File: src/rtl/timer_pkg.sv
// Shared definitions for the timer APB arbiter slice.
//   - arb_state_e : APB master sequencing states
//   - TIMER_ADDR_W / TIMER_DATA_W : register bus geometry
//   - TIMER_ARB_TIMEOUT_DEFAULT : default ACCESS timeout, used when
//     TIMER_APB_ARB_TIMEOUT_EN is defined
package timer_pkg;

  typedef enum logic [1:0] {
    ARB_IDLE   = 2'd0,
    ARB_SETUP  = 2'd1,
    ARB_ACCESS = 2'd2,
    ARB_RESP   = 2'd3
  } arb_state_e;

  localparam int TIMER_ADDR_W              = 13;
  localparam int TIMER_DATA_W              = 32;
  localparam int TIMER_ARB_TIMEOUT_DEFAULT = 255;

endpackage

File: src/rtl/timer_rr_arbiter.sv
// 2-way round-robin arbiter.
// Ports:
//   clk, rst     : clock, synchronous active-high reset
//   req_i[1:0]   : request vector
//   grant_en_i   : pointer may advance this cycle (a grant is being taken)
//   gnt_o[1:0]   : one-hot grant (all zero when no request)
// The pointer holds the index of the last granted requester and resets to 1
// so requester 0 wins the first tie.
module timer_rr_arbiter
  import timer_pkg::*;
(
  input  logic       clk,
  input  logic       rst,
  input  logic [1:0] req_i,
  input  logic       grant_en_i,
  output logic [1:0] gnt_o
);

  logic last_q;

  // A single requester is already one-hot; on a tie the one not granted
  // last wins.
  always_comb begin
    gnt_o = req_i;
    if (req_i == 2'b11) begin
      gnt_o = last_q ? 2'b01 : 2'b10;
    end
  end

  always_ff @(posedge clk) begin
    if (rst) begin
      last_q <= 1'b1;
    end else if (grant_en_i && (req_i != 2'b00)) begin
      last_q <= gnt_o[1];
    end
  end

endmodule

File: src/rtl/timer_apb_arbiter.sv
// Two-requester APB master arbiter in front of the timer register slave.
// Each requester raises req_valid and holds it until its req_done pulse;
// the block grants round-robin, runs one IDLE/SETUP/ACCESS APB transfer
// and returns read data / error status in a one-cycle RESP.
// Ports:
//   clk, rst                       : clock, synchronous active-high reset
//   req_valid/req_write[1:0]       : per-requester request and direction
//   req_addr/req_wdata/req_strb    : packed per-requester fields, req 0 low
//   req_done[1:0]                  : completion pulse to granted requester
//   req_rdata, req_err             : response, valid with req_done
//   psel, penable, pwrite, paddr,
//   pwdata, pstrb                  : registered APB master outputs
//   prdata, pready, pslverr        : APB slave response
// Optional feature: define TIMER_APB_ARB_TIMEOUT_EN to force an error
// response after TIMEOUT_CYCLES ACCESS cycles without pready.
module timer_apb_arbiter
  import timer_pkg::*;
#(
  parameter int ADDR_W         = TIMER_ADDR_W,
  parameter int DATA_W         = TIMER_DATA_W,
  parameter int TIMEOUT_CYCLES = TIMER_ARB_TIMEOUT_DEFAULT
) (
  input  logic                    clk,
  input  logic                    rst,
  input  logic [1:0]              req_valid,
  input  logic [1:0]              req_write,
  input  logic [2*ADDR_W-1:0]     req_addr,
  input  logic [2*DATA_W-1:0]     req_wdata,
  input  logic [2*(DATA_W/8)-1:0] req_strb,
  output logic [1:0]              req_done,
  output logic [DATA_W-1:0]       req_rdata,
  output logic                    req_err,
  output logic                    psel,
  output logic                    penable,
  output logic                    pwrite,
  output logic [ADDR_W-1:0]       paddr,
  output logic [DATA_W-1:0]       pwdata,
  output logic [DATA_W/8-1:0]     pstrb,
  input  logic [DATA_W-1:0]       prdata,
  input  logic                    pready,
  input  logic                    pslverr
);

  localparam int STRB_W = DATA_W / 8;

  arb_state_e          state_q;
  logic                grant_q;
  logic [1:0]          gnt;
  logic                sel;
  logic                psel_q, penable_q, pwrite_q;
  logic [ADDR_W-1:0]   paddr_q;
  logic [DATA_W-1:0]   pwdata_q;
  logic [STRB_W-1:0]   pstrb_q;
  logic [1:0]          done_q;
  logic [DATA_W-1:0]   rdata_q;
  logic                err_q;
`ifdef TIMER_APB_ARB_TIMEOUT_EN
  logic [15:0]         to_cnt_q;
`endif

  // Requests are only looked at in IDLE, which also keeps a requester's
  // valid during its own RESP cycle from being granted early.
  timer_rr_arbiter u_rr (
    .clk        (clk),
    .rst        (rst),
    .req_i      (req_valid),
    .grant_en_i (state_q == ARB_IDLE),
    .gnt_o      (gnt)
  );

  assign sel = gnt[1];

  always_ff @(posedge clk) begin
    if (rst) begin
      state_q   <= ARB_IDLE;
      grant_q   <= 1'b0;
      psel_q    <= 1'b0;
      penable_q <= 1'b0;
      pwrite_q  <= 1'b0;
      paddr_q   <= '0;
      pwdata_q  <= '0;
      pstrb_q   <= '0;
      done_q    <= 2'b00;
      rdata_q   <= '0;
      err_q     <= 1'b0;
`ifdef TIMER_APB_ARB_TIMEOUT_EN
      to_cnt_q  <= '0;
`endif
    end else begin
      done_q <= 2'b00;
      case (state_q)
        ARB_IDLE: begin
          if (req_valid != 2'b00) begin
            grant_q  <= sel;
            pwrite_q <= sel ? req_write[1] : req_write[0];
            paddr_q  <= sel ? req_addr[2*ADDR_W-1:ADDR_W] : req_addr[ADDR_W-1:0];
            pwdata_q <= sel ? req_wdata[2*DATA_W-1:DATA_W] : req_wdata[DATA_W-1:0];
            pstrb_q  <= sel ? req_strb[2*STRB_W-1:STRB_W] : req_strb[STRB_W-1:0];
            psel_q   <= 1'b1;
            state_q  <= ARB_SETUP;
          end
        end
        ARB_SETUP: begin
          penable_q <= 1'b1;
`ifdef TIMER_APB_ARB_TIMEOUT_EN
          to_cnt_q  <= '0;
`endif
          state_q   <= ARB_ACCESS;
        end
        ARB_ACCESS: begin
          if (pready) begin
            rdata_q   <= pwrite_q ? '0 : prdata;
            err_q     <= pslverr;
            psel_q    <= 1'b0;
            penable_q <= 1'b0;
            done_q    <= grant_q ? 2'b10 : 2'b01;
            state_q   <= ARB_RESP;
          end
`ifdef TIMER_APB_ARB_TIMEOUT_EN
          // Counter value is the number of stalled cycles already seen; this
          // stalled cycle is the one that makes it reach TIMEOUT_CYCLES.
          else if (to_cnt_q == 16'(TIMEOUT_CYCLES - 1)) begin
            rdata_q   <= '0;
            err_q     <= 1'b1;
            psel_q    <= 1'b0;
            penable_q <= 1'b0;
            done_q    <= grant_q ? 2'b10 : 2'b01;
            state_q   <= ARB_RESP;
          end else begin
            to_cnt_q  <= to_cnt_q + 16'd1;
          end
`endif
        end
        ARB_RESP: begin
          state_q <= ARB_IDLE;
        end
        default: state_q <= ARB_IDLE;
      endcase
    end
  end

  assign psel      = psel_q;
  assign penable   = penable_q;
  assign pwrite    = pwrite_q;
  assign paddr     = paddr_q;
  assign pwdata    = pwdata_q;
  assign pstrb     = pstrb_q;
  assign req_done  = done_q;
  assign req_rdata = rdata_q;
  assign req_err   = err_q;

endmodule
File: config.mk
export PLATFORM = sky130hd
export DESIGN_NAME = timer_apb_arbiter
export DESIGN_NICKNAME = d
export VERILOG_FILES = /design/src/rtl/timer_pkg.sv /design/src/rtl/timer_rr_arbiter.sv /design/src/rtl/timer_apb_arbiter.sv
export SDC_FILE = /design/constraint.sdc
export NUM_CORES = 1
export LEC_CHECK = 0
export ABC_AREA = 0
export BUFFER_PORTS_ARGS = -buffer_cell sky130_fd_sc_hd__buf_2
export CAP_MARGIN = 10
export CORE_AREA = 5 5 100 102
export DETAILED_ROUTE_END_ITERATION = 16
export DIE_AREA = 0 0 105 107
export PLACE_DENSITY = 0.86
export SLEW_MARGIN = 15
export SYNTH_ARGS = -nofsm -noshare
export SYNTH_HDL_FRONTEND = slang
export SYNTH_SLANG_ARGS = --single-unit
File: constraint.sdc
create_clock -name clk -period 1.7 [get_ports clk]
set_clock_uncertainty 0.1 [all_clocks]
set_input_delay 0.34 -clock clk [delete_from_list [all_inputs] [get_ports clk]]
set_output_delay 0.34 -clock clk [all_outputs]
set_load 0.005 [all_outputs]
# Word-level counts from Yosys, hierarchy flattened
# Index checks and enable logic that the tools add are counted.
[word_totals]
reg_bits = 91
inputBits = 138
wordCells = 46
[op_classes]
n_eq_ne = 6
n_mux = 15
bitwise_logic = 2
reduce_logical = 11
[op_table]
columns = ["op", "n"]
rows = [
  ["2-to-1 mux 32 bit", 2],
  ["2-to-1 mux 13 bit", 1],
  ["2-to-1 mux 2 bit", 5],
  ["case mux 2 bit (4 select lines)", 1],
  ["AND reduction 2 bit", 4],
  ["== test 2 bit (second input constant)", 3],
  ["nonzero test 2 bit", 3],
  ["2-to-1 mux 4 bit", 1],
  ["!= test 2 bit (second input constant)", 2],
  ["case mux 1 bit (2 select lines)", 2],
  ["2-to-1 mux 1 bit", 3],
  ["AND reduction 3 bit", 1],
  ["OR reduction 3 bit", 1],
  ["== test 2 x 1 -> 1 bit (second input constant)", 1],
  ["logical NOT 2 bit", 1],
  ["inverter 1 bit", 2],
  ["logical AND 1 bit", 1],
]

# Longest topological paths before layout
[depth]
depth_word = 3
ltp_mapped = 7
depth_no_buf = 5

# Modules after synthesis
# Synthesis repeated with hierarchy kept, for this count alone.
[unflattened]
cells_unflattened = 342
hier_area_um2 = 3852.4
[by_module_without_submodules]
columns = ["module", "n_inst", "cells_per_inst", "area_each_um2", "seq_area_each_um2"]
rows = [
  ["timer_apb_arbiter", 1, 335, 3791.1, 1801.7],
  ["timer_rr_arbiter", 1, 7, 61.3, 20.0],
]

# Worst setup path after synthesis
# No wires, ideal clock.
[synth_timing]
path_kind = "flip-flop to flip-flop"
start = "register state_q[0]"
end = "register state_q[0]"
setup_ns = 0.087
arrival_ns = 1.375
required_ns = 1.513
path_slack_ns = 0.138
stages_incl_launch_ff = 6
n_path_buf = 0
synth_period_minus_slack_ns = 1.562
path_cell_list = "dfxtp_1 inv_1 ha_1 nor3b_1 or4_1 o31ai_1"
[synth_between]
elab_chain_cells = 3
[synth_rtl]
columns = ["item", "line", "rtl"]
rows = [
  ["start: declaration", "timer_apb_arbiter.sv:46", "arb_state_e state_q;"],
  ["start signal: assignment", "timer_apb_arbiter.sv:75", "state_q <= ARB_IDLE;"],
  ["start signal: assignment", "timer_apb_arbiter.sv:100", "state_q <= ARB_SETUP;"],
  ["start signal: assignment", "timer_apb_arbiter.sv:108", "state_q <= ARB_ACCESS;"],
  ["== test 2 bit or logical NOT 2 bit (tied branches)", "timer_apb_arbiter.sv:91", "case (state_q)"],
  ["!= test 2 bit (no line)", "n/a", ""],
  ["AND reduction 2 bit (no line)", "n/a", ""],
]
# Parallel ways exist; a longest one is shown, timed or not.
# A chain may end at the register's enable or synchronous reset.

# Final worst setup path
# Same ends and word-level chain as after synthesis.

==> run_summary.xml <==
<?xml version="1.0" encoding="UTF-8"?>
<metrics>
  <group name="finish">
    <metric name="area.sequential" unit="um^2">1820</metric>
    <metric name="multi_input_area" unit="um^2">1910</metric>
    <metric name="antenna_cells_inserted" unit="">0</metric>
    <metric name="final_core_utilization" unit="">0.609</metric>
    <metric name="drive_above_1_share" unit="">0.530</metric>
    <metric name="filler_cell_count" unit="">782</metric>
    <metric name="finish.net_count" unit="">762</metric>
    <metric name="area_growth_syn_to_layout" unit="%">43.1</metric>
  </group>
  <group name="setup_path">
    <metric name="critical_path_arrival" unit="ps">1790</metric>
    <metric name="worst_r2r_startpoint" unit="">state_q[0]</metric>
    <metric name="worstSetupEndpoint" unit="">state_q[0]</metric>
    <metric name="critical_path_peak_fanout" unit="">4</metric>
    <metric name="reg2reg_to" unit="">state_q[0]</metric>
    <metric name="cp-startpoint" unit="">state_q[0]</metric>
    <metric name="crit_chain" unit="">inv_2, buf_6, ha_4, nor3b_2, or4_1, o31ai_1</metric>
    <metric name="crit_path_end_kind" unit="">flip-flop</metric>
    <metric name="timing_worst_setup_path_type" unit="">reg2reg</metric>
    <metric name="required" unit="ps">1850</metric>
    <metric name="ff2ff_path_depth" unit="">6</metric>
    <metric name="critPathLaunchType" unit="">flip-flop</metric>
    <metric name="timing.critical_path.slowest_cell_delay" unit="ps">500</metric>
    <metric name="cp_slowest_cell" unit="">sky130_fd_sc_hd__or4_1</metric>
    <metric name="setup_slack_of_the_worst_register_to_register_path" unit="ps">60</metric>
  </group>
  <group name="global_routing">
    <metric name="grt_pass1_wl" unit="mm">17.9</metric>
    <metric name="largest_net_degree_at_the_start_of_global_routing" unit="">51</metric>
    <metric name="gr-usage-all-layers" unit="">0.191</metric>
    <metric name="grt-ovfl-total" unit="">0</metric>
    <metric name="antenna_found_initial" unit="">0</metric>
    <metric name="grt_pass1_vias" unit="">3767</metric>
  </group>
  <group name="yosys">
    <metric name="post_synth_mux_area_share" unit="">0.00293</metric>
    <metric name="yosys-top-cells-count" unit="">sky130_fd_sc_hd__dfxtp_1, sky130_fd_sc_hd__nor2_1, sky130_fd_sc_hd__a21oi_1</metric>
    <metric name="synth-simple-area-share" unit="">0.124</metric>
    <metric name="yosys-top-cells-area" unit="">sky130_fd_sc_hd__dfxtp_1, sky130_fd_sc_hd__a211oi_2, sky130_fd_sc_hd__a22o_1, sky130_fd_sc_hd__a21oi_1, sky130_fd_sc_hd__nor2_1</metric>
    <metric name="synth_cells" unit="">397</metric>
    <metric name="ys_seq_area_frac" unit="">0.475</metric>
    <metric name="synth_adder_area_share" unit="">0.0163</metric>
    <metric name="synthesis.yosys.warnings" unit="">0</metric>
    <metric name="synth_ff_type" unit="">sky130_fd_sc_hd__dfxtp_1</metric>
    <metric name="synth.largest_area_cell" unit="">sky130_fd_sc_hd__dfxtp_1</metric>
    <metric name="netlist_area" unit="um^2">3840</metric>
    <metric name="dominant_combinational_cell_family_by_area_after_synthesis" unit="">compound AO/OA/AOI/OAI gates</metric>
    <metric name="async_s_r_ff_share_synth" unit="">0</metric>
    <metric name="synth_largest_type_area_fraction" unit="">0.475</metric>
    <metric name="syn_area_per_cell" unit="um^2">9.67</metric>
    <metric name="synth-compound-area-share" unit="">0.327</metric>
    <metric name="synth_xor_area_frac" unit="">0</metric>
    <metric name="synth_cell_type_count" unit="">31</metric>
    <metric name="most_instantiated_library_cell_after_synthesis" unit="">sky130_fd_sc_hd__dfxtp_1</metric>
    <metric name="synth_enable_flop_cells" unit="">0</metric>
    <metric name="ys_ff_latch" unit="">91</metric>
    <metric name="synth_fp_nets" unit="">540</metric>
  </group>
  <group name="route">
    <metric name="post-route-drc-count" unit="">0</metric>
    <metric name="detailedRoute.firstPassIterationCount" unit="">5</metric>
    <metric name="vias" unit="">3795</metric>
    <metric name="drt_first_iter_violations" unit="">178</metric>
    <metric name="drt-met1-wl" unit="mm">4.75</metric>
    <metric name="viasPerCell" unit="">5.16</metric>
    <metric name="route.detailed.wl_per_inst" unit="um">16.0</metric>
    <metric name="met2_length" unit="mm">5.89</metric>
    <metric name="highest_layer" unit="">met4</metric>
    <metric name="total_length_of_routed_wires" unit="mm">11.7</metric>
    <metric name="wl_met3" unit="um">909</metric>
    <metric name="antenna_violating_nets_post_route" unit="">0</metric>
  </group>
  <group name="flow_run">
    <metric name="drv.max_cap_violation_count" unit="">0</metric>
  </group>
  <group name="placement">
    <metric name="port_buffers" unit="">224</metric>
    <metric name="gpl.final_weighted_congestion" unit="">0.791</metric>
    <metric name="dp.final_hpwl" unit="mm">8.44</metric>
    <metric name="post-place-ws" unit="ps">-53.5</metric>
  </group>
  <group name="sta">
    <metric name="final_hold_viol_count" unit="">0</metric>
    <metric name="grt_setup_unrepaired" unit="">true</metric>
    <metric name="setup-tns-final" unit="ps">0</metric>
    <metric name="fmax" unit="GHz">0.610</metric>
    <metric name="timing.final.crit_share" unit="">0.964</metric>
    <metric name="worst_slew_pin_slew" unit="ps">725</metric>
    <metric name="finalSetupViolations" unit="">0</metric>
    <metric name="finalWorstSetupSlack" unit="ps">61.2</metric>
    <metric name="min_period" unit="ps">1640</metric>
    <metric name="slew_violations" unit="">0</metric>
    <metric name="normalized_max_slew_margin" unit="">0.517</metric>
  </group>
  <group name="clock_network">
    <metric name="tritoncts_clock_tree" unit="">done</metric>
    <metric name="clk_path_buf_depth" unit="">2</metric>
    <metric name="later_pin_clock_latency_in_the_skew_report" unit="ps">350</metric>
    <metric name="cts.sinks" unit="">91</metric>
    <metric name="tritoncts.num_buffers" unit="">9</metric>
    <metric name="h_tree_level_count" unit="">3</metric>
    <metric name="clk_transition_reported_paths" unit="ps">100</metric>
    <metric name="cts.root.buffer_cell" unit="">sky130_fd_sc_hd__clkbuf_8</metric>
    <metric name="cts-hold-fix-buffers" unit="">0</metric>
  </group>
  <group name="die">
    <metric name="coreArea" unit="um^2">9020</metric>
    <metric name="fp.dieArea" unit="um^2">11200</metric>
    <metric name="die_h" unit="um">107</metric>
    <metric name="std_cell_rows" unit="">35</metric>
    <metric name="io-pin-count" unit="">225</metric>
    <metric name="floorplan.initialDensity" unit="">0.426</metric>
    <metric name="chipWidth" unit="um">105</metric>
  </group>
  <group name="hold_path">
    <metric name="worstHoldPathType" unit="">in2reg</metric>
    <metric name="hold_path_depth" unit="">2</metric>
  </group>
  <group name="power">
    <metric name="total_leakage_power" unit="nW">2.65</metric>
    <metric name="post-layout-total-power" unit="mW">8.57</metric>
    <metric name="power_per_cell_area" unit="nW/um^2">1560</metric>
    <metric name="irDropWorstVdd" unit="mV">0.652</metric>
  </group>
  <group name="outcome">
    <metric name="run_status" unit="">finished, final reports clean</metric>
  </group>
</metrics>
-- cell type report --
| cell class | count | area share |
|---|---|---|
| inverters | 2 | 0.00137 |
| clock inverters | 7 | 0.0123 |
| repair buffers | 245 | 0.259 |
| clock buffers | 9 | 0.0226 |
| flip-flops and latches | 91 | 0.332 |
| multi-input cells | 270 | 0.347 |
| well taps | 111 | 0.0253 |
-- where the power goes --
| part | internal (mW) | leakage [nW] | switching [mW] |
|---|---|---|---|
| Combinational | 1.95 | 1.80 | 2.13 |
| Sequential | 2.75 | 0.748 | 0.345 |
| Clock | 0.573 | 0.0958 | 0.830 |
| Total | 5.27 | 2.65 | 3.31 |
-- how the worst min path moves through the flow --
stage | from | end | slack, ps
finish | prdata[19] | req_rdata[19] | 90
global placement | grant_q | req_done[0] | 340
detailed placement | grant_q | req_done[0] | 340
floorplan | grant_q | req_done[0] | 320
CTS | prdata[25] | req_rdata[25] | 70
global route | prdata[12] | req_rdata[12] | 60
-- state kept, by name, indices dropped and copies added, names as in the netlist --
signal	flops
req_rdata	32
psel	1
u_rr.last_q	1
req_err	1
pwrite	1
paddr	13
pstrb	4
state_q	2
req_done	2
penable	1
pwdata	32
grant_q	1
-- critical path: cells and delay by family, from the launching register on --
family,cells,cell delay [ps]
compound gates,1,90
flops,1,350
fa+ha+maj,1,160
simple gates,2,670
buf+inv,2,170
-- through the flow --
step / area [um^2] / hold WS, ps / cells
6_report: 5490 / 90.1 / 735
3_3_place_gp: 5110 / 338 / 711
4_1_cts: 5330 / 69.5 / 727
5_1_grt: 5490 / 61.4 / 735
3_5_place_dp: 5120 / 338 / 711
2_1_floorplan: 3840 / 317 / 397
-- timing repair --
| item | CTS | global route |
|---|---|---|
| buffers inserted | 0 | 3 |
| pin swaps | 1 | 19 |
| endpoints found under the hold margin | 0 | 0 |
| gates resized for setup | 4 | 16 |
| endpoints found under the setup margin | 55 | 83 |
| cloned | 0 | 6 |
-- layout by cell type (no fill, tap or decap), drive strengths merged, types with 2 or more instances in the layout --
cell and instances:
buf 243, inv 6, nand2 52, o21ai 2
a211oi 51, nor3b 2, a22o 32, dfxtp 91
clkbuf 11, nor2b 2, nor3 3, ha 5
clkinv 2, nor2 54, a21oi 54, o31ai 2
-- metal layers --
layer	track usage	vias to the layer above
met1	0.226	1775
met2	0.325	150
met4	0.0575	0
li1	-	1855
met3	0.0650	15
met5	0	-
-- kinds of logic after synthesis --
logic type      Yosys count
compound gates          145
fa+ha+maj                 5
buf+inv                  38
flops                    91
mux                       1
simple gates            117
Power figures use the tool's default switching activity.
